==> config.mk <==
export PLATFORM = sky130hd
export DESIGN_NAME = mem_burst_initiator
export DESIGN_NICKNAME = d
export VERILOG_FILES = /design/src/rtl/mem_burst_initiator.sv
export SDC_FILE = /design/constraint.sdc
export NUM_CORES = 1
export LEC_CHECK = 0
export ABC_CLOCK_PERIOD_IN_PS = 5090
export BUFFER_PORTS_ARGS = -buffer_cell sky130_fd_sc_hd__buf_2
export CORE_MARGIN = 3
export CORE_UTILIZATION = 52
export DETAILED_ROUTE_END_ITERATION = 16
export PLACE_DENSITY_LB_ADDON = 0.3
export SYNTH_ARGS = -nofsm -noshare
export SYNTH_HDL_FRONTEND = slang
export SYNTH_SLANG_ARGS = --single-unit
export TNS_END_PERCENT = 50
==> constraint.sdc <==
create_clock -name clk -period 5.09 [get_ports clk]
set_input_delay 1.527 -clock clk [delete_from_list [all_inputs] [get_ports clk]]
set_output_delay 1.527 -clock clk [all_outputs]
set_load 0.01 [all_outputs]
==> src/rtl/mem_burst_initiator.sv <==
// Burst initiator for a synchronous byte RAM: streams write bytes into, or read bytes out of, consecutive wrapping addresses.
// Optional fill mode (constant-byte write bursts) is compiled in with `define MBI_FILL_EN.
module mem_burst_initiator #(
    parameter int ADDR_W = 7,
    parameter int DATA_W = 8
) (
    input  logic              clk,
    input  logic              rst_n,
    input  logic              cmd_valid,
    output logic              cmd_ready,
    input  logic              cmd_write,
    input  logic [ADDR_W-1:0] cmd_addr,
    input  logic [ADDR_W-1:0] cmd_len,
    input  logic              cmd_fill,
    input  logic [DATA_W-1:0] cmd_fill_data,
    input  logic              wr_valid,
    output logic              wr_ready,
    input  logic [DATA_W-1:0] wr_data,
    output logic              rd_valid,
    input  logic              rd_ready,
    output logic [DATA_W-1:0] rd_data,
    output logic [ADDR_W-1:0] mem_addr,
    output logic              mem_wr,
    output logic [DATA_W-1:0] mem_wdata,
    input  logic [DATA_W-1:0] mem_rdata,
    output logic              busy
);

    // Handshakes: a transfer happens on a rising edge where valid and ready are both high;
    // valid never depends on ready, and ready is a pure function of registered state.

    typedef enum logic [1:0] {IDLE, WRITE, READ, DRAIN} state_t;

    state_t            state, state_nxt;
    logic [ADDR_W-1:0] cur_addr;
    logic [ADDR_W-1:0] count;
    logic              rd_p0;
    logic              rd_p1;
    logic [DATA_W-1:0] fifo_mem [4];
    logic [1:0]        wptr, rptr;
    logic [2:0]        fifo_cnt;
    logic [2:0]        credit_used;
    logic              fill_mode;
    logic [DATA_W-1:0] fill_byte;
    logic [DATA_W-1:0] beat_data;
    logic              cmd_fire, wr_beat, rd_issue, push, pop, last;

`ifdef MBI_FILL_EN
    always_ff @(posedge clk or negedge rst_n) begin
        if (!rst_n) begin
            fill_mode <= 1'b0;
            fill_byte <= '0;
        end else if (cmd_fire) begin
            fill_mode <= cmd_write & cmd_fill;
            fill_byte <= cmd_fill_data;
        end
    end
`else
    logic unused_fill;
    assign fill_mode   = 1'b0;
    assign fill_byte   = '0;
    assign unused_fill = ^{cmd_fill, cmd_fill_data};
`endif

    assign cmd_ready   = (state == IDLE);
    assign cmd_fire    = cmd_valid & cmd_ready;
    assign wr_ready    = (state == WRITE) & ~fill_mode;
    assign wr_beat     = (state == WRITE) & (fill_mode | wr_valid);
    assign beat_data   = fill_mode ? fill_byte : wr_data;
    assign last        = (count == '0);

    // Reads in flight (address registered, data returning) reserve FIFO space so it never overflows.
    assign credit_used = fifo_cnt + {2'b00, rd_p0} + {2'b00, rd_p1};
    assign rd_issue    = (state == READ) & (credit_used < 3'd4);
    assign push        = rd_p1;
    assign pop         = (fifo_cnt != 3'd0) & rd_ready;

    assign rd_valid    = (fifo_cnt != 3'd0);
    assign rd_data     = fifo_mem[rptr];
    assign busy        = (state != IDLE) | (fifo_cnt != 3'd0) | rd_p0 | rd_p1 | mem_wr;

    always_ff @(posedge clk or negedge rst_n) begin
        if (!rst_n) state <= IDLE;
        else        state <= state_nxt;
    end

    always_comb begin
        state_nxt = state;
        case (state)
            IDLE:  if (cmd_fire) state_nxt = cmd_write ? WRITE : READ;
            WRITE: if (wr_beat && last) state_nxt = IDLE;
            READ:  if (rd_issue && last) state_nxt = DRAIN;
            DRAIN: if (!rd_p0 && !rd_p1 && fifo_cnt == 3'd0) state_nxt = IDLE;
            default: state_nxt = IDLE;
        endcase
    end

    always_ff @(posedge clk or negedge rst_n) begin
        if (!rst_n) begin
            cur_addr  <= '0;
            count     <= '0;
            mem_addr  <= '0;
            mem_wr    <= 1'b0;
            mem_wdata <= '0;
            rd_p0     <= 1'b0;
            rd_p1     <= 1'b0;
        end else begin
            mem_wr <= 1'b0;
            rd_p0  <= rd_issue;
            rd_p1  <= rd_p0;
            if (cmd_fire) begin
                cur_addr <= cmd_addr;
                count    <= cmd_len;
            end
            if (wr_beat) begin
                mem_addr  <= cur_addr;
                mem_wr    <= 1'b1;
                mem_wdata <= beat_data;
                cur_addr  <= cur_addr + ADDR_W'(1);
                count     <= count - ADDR_W'(1);
            end
            if (rd_issue) begin
                mem_addr <= cur_addr;
                cur_addr <= cur_addr + ADDR_W'(1);
                count    <= count - ADDR_W'(1);
            end
        end
    end

    // Storage is cleared on reset so rd_data reads zero while the FIFO is empty after reset.
    always_ff @(posedge clk or negedge rst_n) begin
        if (!rst_n) begin
            for (int i = 0; i < 4; i++) fifo_mem[i] <= '0;
            wptr     <= 2'd0;
            rptr     <= 2'd0;
            fifo_cnt <= 3'd0;
        end else begin
            if (push) begin
                fifo_mem[wptr] <= mem_rdata;
                wptr           <= wptr + 2'd1;
            end
            if (pop) rptr <= rptr + 2'd1;
            case ({push, pop})
                2'b10:   fifo_cnt <= fifo_cnt + 3'd1;
                2'b01:   fifo_cnt <= fifo_cnt - 3'd1;
                default: fifo_cnt <= fifo_cnt;
            endcase
        end
    end

endmodule

**Yosys cells after proc, flatten, opt, wreduce, memory -nomap -nowiden**

Index checks and enable logic that the tools add are counted.

- Add/subtract/negate cells: 8
- Order comparisons: 4
- Eq/ne operators: 9
- Muxes and demuxes: 22
- Bitwise gates (word level): 10
- Reduce and logical (&&, ||, !) cells: 16

Operators with widths:

| cell | number |
|---|---|
| 7-bit two-way mux | 8 |
| 32-bit bitwise mux | 1 |
| 8-bit two-way mux | 3 |
| 8-bit binary-select mux with 2-bit select | 1 |
| 8-bit demux with 2-bit select | 1 |
| 2-bit two-way mux | 5 |
| 2-bit one-hot mux with 4 select lines | 1 |
| 7-bit by 1-bit adder with 7-bit output (second input constant) | 1 |
| 7-bit logical NOT | 1 |
| 7-bit by 1-bit subtractor with 7-bit output (second input constant) | 1 |
| 3-bit by 1-bit adder with 3-bit output | 2 |
| 2-bit == test (second input constant) | 3 |
| 3-bit >= comparator (second input constant) | 2 |
| 2-bit by 1-bit != test with 1-bit output (second input constant) | 3 |
| 2-bit inverter with 3-bit output | 2 |
| 3-bit one-hot mux with 2 select lines | 1 |
| 2-bit nonzero test | 3 |
| 3-bit nonzero test | 2 |
| 1-bit logical AND | 5 |
| 2-bit by 1-bit adder with 2-bit output (second input constant) | 2 |
| 1-bit AND | 4 |
| 2-bit by 1-bit == test with 1-bit output (second input constant) | 2 |
| 1-bit OR | 4 |
| 4-bit AND reduction | 1 |
| other kinds (9) | 10 |

- Register bits: 73
- Output and inout port bits: 28

**Longest topological paths before layout**

- Word-level depth: 7
- Depth in mapped cells: 8
- Mapped depth without buffers: 8

**Least setup slack after synthesis**

OpenSTA, ideal clock, no wires.

- Kind: register to output
- Start point: register fifo_cnt[1]
- End point: output port busy
- Arrival time: 1.237 ns
- Required time: 3.563 ns
- Path slack: 2.326 ns
- Cell stages (with the launch flop): 4
- Cell sequence: dfrtp_1 > or3_1 > nor3_1 > nand3b_1

- Cells in the longest elaborated chain, start to end: 5

RTL lines:

| what | line | RTL |
|---|---|---|
| from (decl) | 41 | `logic [2:0] fifo_cnt;` |
| from (signal assigned) | 144 | `2'b10: fifo_cnt <= fifo_cnt + 3'd1;` |
| from (signal assigned) | 145 | `2'b01: fifo_cnt <= fifo_cnt - 3'd1;` |
| from (signal assigned) | 146 | `default: fifo_cnt <= fifo_cnt;` |
| 3-bit nonzero test | n/a |  |
| named net rd_valid | 19 | `output logic rd_valid,` |
| 1-bit OR (4 in series) | 80 | `assign busy = (state != IDLE) \| (fifo_cnt != 3'd0) \| rd_p0 \| rd_p1 \| mem_wr;` |
| to (decl) | 26 | `output logic busy` |

The timed path passes the listed nets, and every way through them passes these cells.

**Final worst setup path**

- Start point: register rptr[0]
- End point: output port rd_data[5]

- Cells in the longest elaborated chain, start to end: 4

RTL lines:

| what | line | RTL |
|---|---|---|
| from (decl) | 40 | `logic [1:0] wptr, rptr;` |
| from (signal assigned) | 142 | `if (pop) rptr <= rptr + 2'd1;` |
| 2-bit inverter with 3-bit output (implied by the code) | 79 | `assign rd_data = fifo_mem[rptr];` |
| 8-bit binary-select mux with 2-bit select | 79 |  |
| 8-bit two-way mux (implied by the code) (2 in series) | 79 |  |
| to (decl) | 21 | `output logic [DATA_W-1:0] rd_data,` |

No other way between the ends. The select of a mux whose other input is x is not followed.

==> report_table.html <==
<table>
<tr><th>Metric</th><th>Value</th></tr>
<tr><th colspan="2">Clocking</th></tr>
<tr><td>Number of levels in the clock H-tree</td><td>3</td></tr>
<tr><td>Clock transition at the registers of the reported paths</td><td>0.08 ns</td></tr>
<tr><td>Clk root buf</td><td>sky130_fd_sc_hd__clkbuf_8</td></tr>
<tr><td>Number of clock sinks</td><td>73</td></tr>
<tr><td>Clock tree from TritonCTS</td><td>built</td></tr>
<tr><td>CTS max path bufs</td><td>2</td></tr>
<tr><td>Number of hold buffers added after CTS</td><td>0</td></tr>
<tr><td>Num CTS Buffers</td><td>9</td></tr>
<tr><td>Post-CTS setup-driven buffer insertion count</td><td>0</td></tr>
<tr><td>Clock latency at the later pin of the worst-skew pair</td><td>0.33 ns</td></tr>
<tr><td>Resize count post-CTS</td><td>0</td></tr>
<tr><th colspan="2">Synth</th></tr>
<tr><td>Warnings, synthesis</td><td>0</td></tr>
<tr><td>Sequential cell area fraction in the yosys report</td><td>0.530</td></tr>
<tr><td>Cell types occupying the most area after synthesis</td><td>sky130_fd_sc_hd__dfrtp_1 (53%), sky130_fd_sc_hd__mux2_2 (12%), sky130_fd_sc_hd__mux4_2 (5.2%), sky130_fd_sc_hd__nand2_1 (4.8%), sky130_fd_sc_hd__ha_1 (3.3%)</td></tr>
<tr><td>Largest family of logic cells by synthesized area</td><td>multiplexers</td></tr>
<tr><td>Compound-gate portion of the synthesized area</td><td>0.0788</td></tr>
<tr><td>Post-synthesis share of cell area spent on full adders, half adders and majority gates</td><td>0.0385</td></tr>
<tr><td>Netlist cell types</td><td>47</td></tr>
<tr><td>Share of cell area taken by muxes after synthesis</td><td>0.179</td></tr>
<tr><td>Simple-gate area share of the yosys netlist</td><td>0.116</td></tr>
<tr><td>Post-Syn Area</td><td>3450 µm²</td></tr>
<tr><td>Asr flop ratio synth</td><td>1.00</td></tr>
<tr><td>Mean cell area of the mapped netlist</td><td>12.1 µm²</td></tr>
<tr><td>Gate Count Post-Synth</td><td>284</td></tr>
<tr><td>Fraction of synthesized cell area taken by the top area cell type</td><td>0.530</td></tr>
<tr><td>Total nets after synthesis</td><td>339</td></tr>
<tr><td>Most instantiated flip-flop cell in the synthesis netlist</td><td>sky130_fd_sc_hd__dfrtp_1</td></tr>
<tr><td>Number of enable-type register cells in the synthesized netlist</td><td>0</td></tr>
<tr><td>Xor/xnor share of the synthesized area</td><td>0.0178</td></tr>
<tr><td>Library cell occupying the most area in the post-synthesis netlist</td><td>sky130_fd_sc_hd__dfrtp_1</td></tr>
<tr><td>Seq cells post-synth</td><td>73</td></tr>
<tr><th colspan="2">Route</th></tr>
<tr><td>Antenna Violating Nets Remaining</td><td>0</td></tr>
<tr><td>Detailed Routing Iterations Pass 1</td><td>4</td></tr>
<tr><td>Total via count in the routed design</td><td>2372</td></tr>
<tr><td>Number of vias per cell after detailed routing</td><td>5.50</td></tr>
<tr><td>Routed wirelength normalized by instance count</td><td>14.9 µm</td></tr>
<tr><td>Drt drc</td><td>0</td></tr>
<tr><td>Total wirelength of the detailed-routed design</td><td>6440 µm</td></tr>
<tr><td>DRC marker count from the first detailed-route iteration</td><td>93</td></tr>
<tr><th colspan="2">Pwr</th></tr>
<tr><td>Switching power summed over all nets</td><td>855 µW</td></tr>
<tr><td>Internal power of the cells</td><td>1610 µW</td></tr>
<tr><td>Power per cell area</td><td>615 nW/µm²</td></tr>
<tr><td>Fraction of power consumed by combinational cells</td><td>0.371</td></tr>
<tr><td>Peak supply drop</td><td>0.342 mV</td></tr>
<tr><td>Part of the power in the clock network</td><td>0.203</td></tr>
<tr><td>Switching power share of the total</td><td>0.347</td></tr>
<tr><td>Leak</td><td>0.00185 µW</td></tr>
<tr><td>Register share of total power</td><td>0.426</td></tr>
<tr><th colspan="2">Timing</th></tr>
<tr><td>Fmax</td><td>0.298 GHz</td></tr>
<tr><td>Setup repair after global routing missed its margin</td><td>false</td></tr>
<tr><td>Final setup violation count</td><td>0</td></tr>
<tr><td>Final Worst Setup Slack</td><td>1.73 ns</td></tr>
<tr><td>Pins Over Slew Limit</td><td>0</td></tr>
<tr><td>Count of final hold-check violations</td><td>0</td></tr>
<tr><td>Post-route clock skew</td><td>0.00893 ns</td></tr>
<tr><td>Period minus WS final</td><td>3.36 ns</td></tr>
<tr><td>Ratio of final minimum period to clock period</td><td>0.660</td></tr>
<tr><td>Measured slew at the worst slew-check pin</td><td>1.05 ns</td></tr>
<tr><td>Max transition margin</td><td>0.302</td></tr>
<tr><td>Total negative slack</td><td>0 ns</td></tr>
<tr><th colspan="2">Layout</th></tr>
<tr><td>Final antenna diode count</td><td>0</td></tr>
<tr><td>Sequential Area</td><td>1830 µm²</td></tr>
<tr><td>Final net count</td><td>404</td></tr>
<tr><td>Area occupied by multi-input gates</td><td>1480 µm²</td></tr>
<tr><td>Highest-count cells in the layout ignoring fill and taps</td><td>sky130_fd_sc_hd__dfrtp_1 (73), sky130_fd_sc_hd__buf_2 (63), sky130_fd_sc_hd__nand2_1 (44)</td></tr>
<tr><td>Core utilization of the finished layout</td><td>0.628</td></tr>
<tr><td>Fillers</td><td>519</td></tr>
<tr><td>Fraction of final layout cells with drive strength greater than 1</td><td>0.370</td></tr>
<tr><td>Final standard cell area without fillers</td><td>4010 µm²</td></tr>
<tr><td>Area added between synthesis and finish</td><td>16.3%</td></tr>
<tr><td>Most frequent standard cell in the layout excluding fill and tap cells</td><td>sky130_fd_sc_hd__dfrtp_1</td></tr>
<tr><th colspan="2">Place</th></tr>
<tr><td>Post-DP Area</td><td>3790 µm²</td></tr>
<tr><td>Placer congestion estimate</td><td>0.784</td></tr>
<tr><td>Worst-case setup slack after placement</td><td>1.66 ns</td></tr>
<tr><td>Count of input and output buffers</td><td>63</td></tr>
<tr><td>DP Wirelength</td><td>4480 µm</td></tr>
<tr><th colspan="2">Floorplanning</th></tr>
<tr><td>Horizontal extent of the die</td><td>87.4 µm</td></tr>
<tr><td>Top Ports</td><td>73</td></tr>
<tr><td>Die boundary height</td><td>87.4 µm</td></tr>
<tr><td>Initial standard-cell utilization of the core</td><td>0.540</td></tr>
<tr><td>Standard-cell row count</td><td>29</td></tr>
<tr><td>CORE AREA</td><td>6390 µm²</td></tr>
<tr><td>DIE AREA</td><td>7640 µm²</td></tr>
<tr><th colspan="2">Worst setup path</th></tr>
<tr><td>Cell family contributing the most delay on the critical path</td><td>flip-flops</td></tr>
<tr><td>Endpoint arrival time on the critical path</td><td>1.83 ns</td></tr>
<tr><td>Worst reg2reg setup slack</td><td>2.39 ns</td></tr>
<tr><td>Crit path cell chain</td><td>mux4_2 &gt; buf_2</td></tr>
<tr><td>Crit-path max cell delay</td><td>0.74 ns</td></tr>
<tr><td>WP data required</td><td>3.56 ns</td></tr>
<tr><td>Crit path kind</td><td>flop to output pin</td></tr>
<tr><td>CP Launch Type</td><td>flop</td></tr>
<tr><td>Crit end category</td><td>output pin</td></tr>
<tr><td>Buffering stage count on the worst path with inverters included</td><td>1</td></tr>
<tr><td>Crit path max fanout</td><td>10</td></tr>
<tr><td>Slowest stage cell, crit path</td><td>sky130_fd_sc_hd__dfrtp_1</td></tr>
<tr><th colspan="2">Global route</th></tr>
<tr><td>Initial antenna violation count</td><td>0</td></tr>
<tr><td>Pin count of the biggest net entering global routing</td><td>55</td></tr>
<tr><td>Combined global-route utilization of all metal layers</td><td>0.179</td></tr>
<tr><td>Congestion Overflow GR</td><td>0</td></tr>
<tr><td>Global-route wire length before repair</td><td>10800 µm</td></tr>
<tr><td>Via count of the first global-routing pass</td><td>2318</td></tr>
<tr><th colspan="2">Run status</th></tr>
<tr><td>Status</td><td>finished clean</td></tr>
<tr><th colspan="2">Run</th></tr>
<tr><td>Count of max-cap constraint violations</td><td>0</td></tr>
<tr><th colspan="2">Min path</th></tr>
<tr><td>Class of the most critical hold timing path</td><td>flop to flop</td></tr>
</table>
-- cells in the mapped netlist, drive strengths merged, types with 6 or more instances --
library cell,instances
o221a,6
inv,12
dfrtp,73
nor2,9
mux2,38
mux4,8
nand2,44
nand3,8
buf,8
a21oi,14
ha,9
-- metrics by stage --
stage | hold slack, ns | total power [µW] | cells
floorplan | 0.375 | 1730 | 284
global placement | 0.387 | 1940 | 415
detailed placement | 0.391 | 1990 | 415
CTS | 0.402 | 2490 | 431
global route | 0.427 | 2650 | 431
finish | 0.396 | 2470 | 431
-- worst paths after layout --
kind	from	to	cells past startpoint
worst min-delay path	rd_p0	push	0
max in group asynchronous	rst_n	cur_addr[2]	2
worst min register to register	rd_p0	push	0
min in group asynchronous	rst_n	fifo_mem[30]	1
worst max register to register	push	cur_addr[5]	6
worst max-delay path	rptr[0]	rd_data[5]	2
-- power groups by stage --
| stage | Sequential [µW] | Clock [µW] | Combinational (µW) |
|---|---|---|---|
| 2_1_floorplan | 1000 | 0 | 728 |
| 3_3_place_gp | 1050 | 0 | 891 |
| 3_5_place_dp | 1060 | 0 | 928 |
| 4_1_cts | 1050 | 509 | 929 |
| 5_1_grt | 1090 | 536 | 1020 |
| 6_report | 1050 | 499 | 915 |
-- cells by family (layout without fill, tap and decap cells) --
kind of cell | after synthesis | in the layout
and+or+nand+nor | 86 | 86
DFF | 73 | 73
muxes | 47 | 47
AOI/OAI and AO/OA | 37 | 37
buffers and inverters | 24 | 94
adders and majority gates | 10 | 10
xor gates and xnor gates | 7 | 7
-- sequential cells by signal, summed over array words and instances, names as in the netlist, 2 cells and up --
signal     cells
count          7
cur_addr       7
fifo_cnt       3
fifo_mem      32
mem_addr       7
mem_wdata      8
rptr           2
state          2
wptr           2
-- worst reg2reg max path: cells and delay by family, from the launching register on --
family / cells / cell delay, ns
mux: 1 / 0.28
flops: 1 / 0.51
compound gates: 3 / 0.68
fa+ha+maj: 1 / 0.29
simple gates: 1 / 0.83
-- metal layers --
layer | vias to the layer above | wire [µm] | global-route usage
met5 | - | 0 | 0
met4 | 0 | 49 | 0.0586
met3 | 5 | 368 | 0.0350
met2 | 73 | 3030 | 0.290
met1 | 1150 | 2980 | 0.244
li1 | 1144 | - | -
-- final cells by class --
class / count / share of cell area
clock buffers: 12 / 0.0362
clock inverters: 4 / 0.0190
inverters: 13 / 0.0122
multi-input cells: 187 / 0.370
flip-flops and latches: 73 / 0.456
well taps: 77 / 0.0240
repair buffers: 65 / 0.0824
No activity file was read; power rests on OpenSTA's default activity.
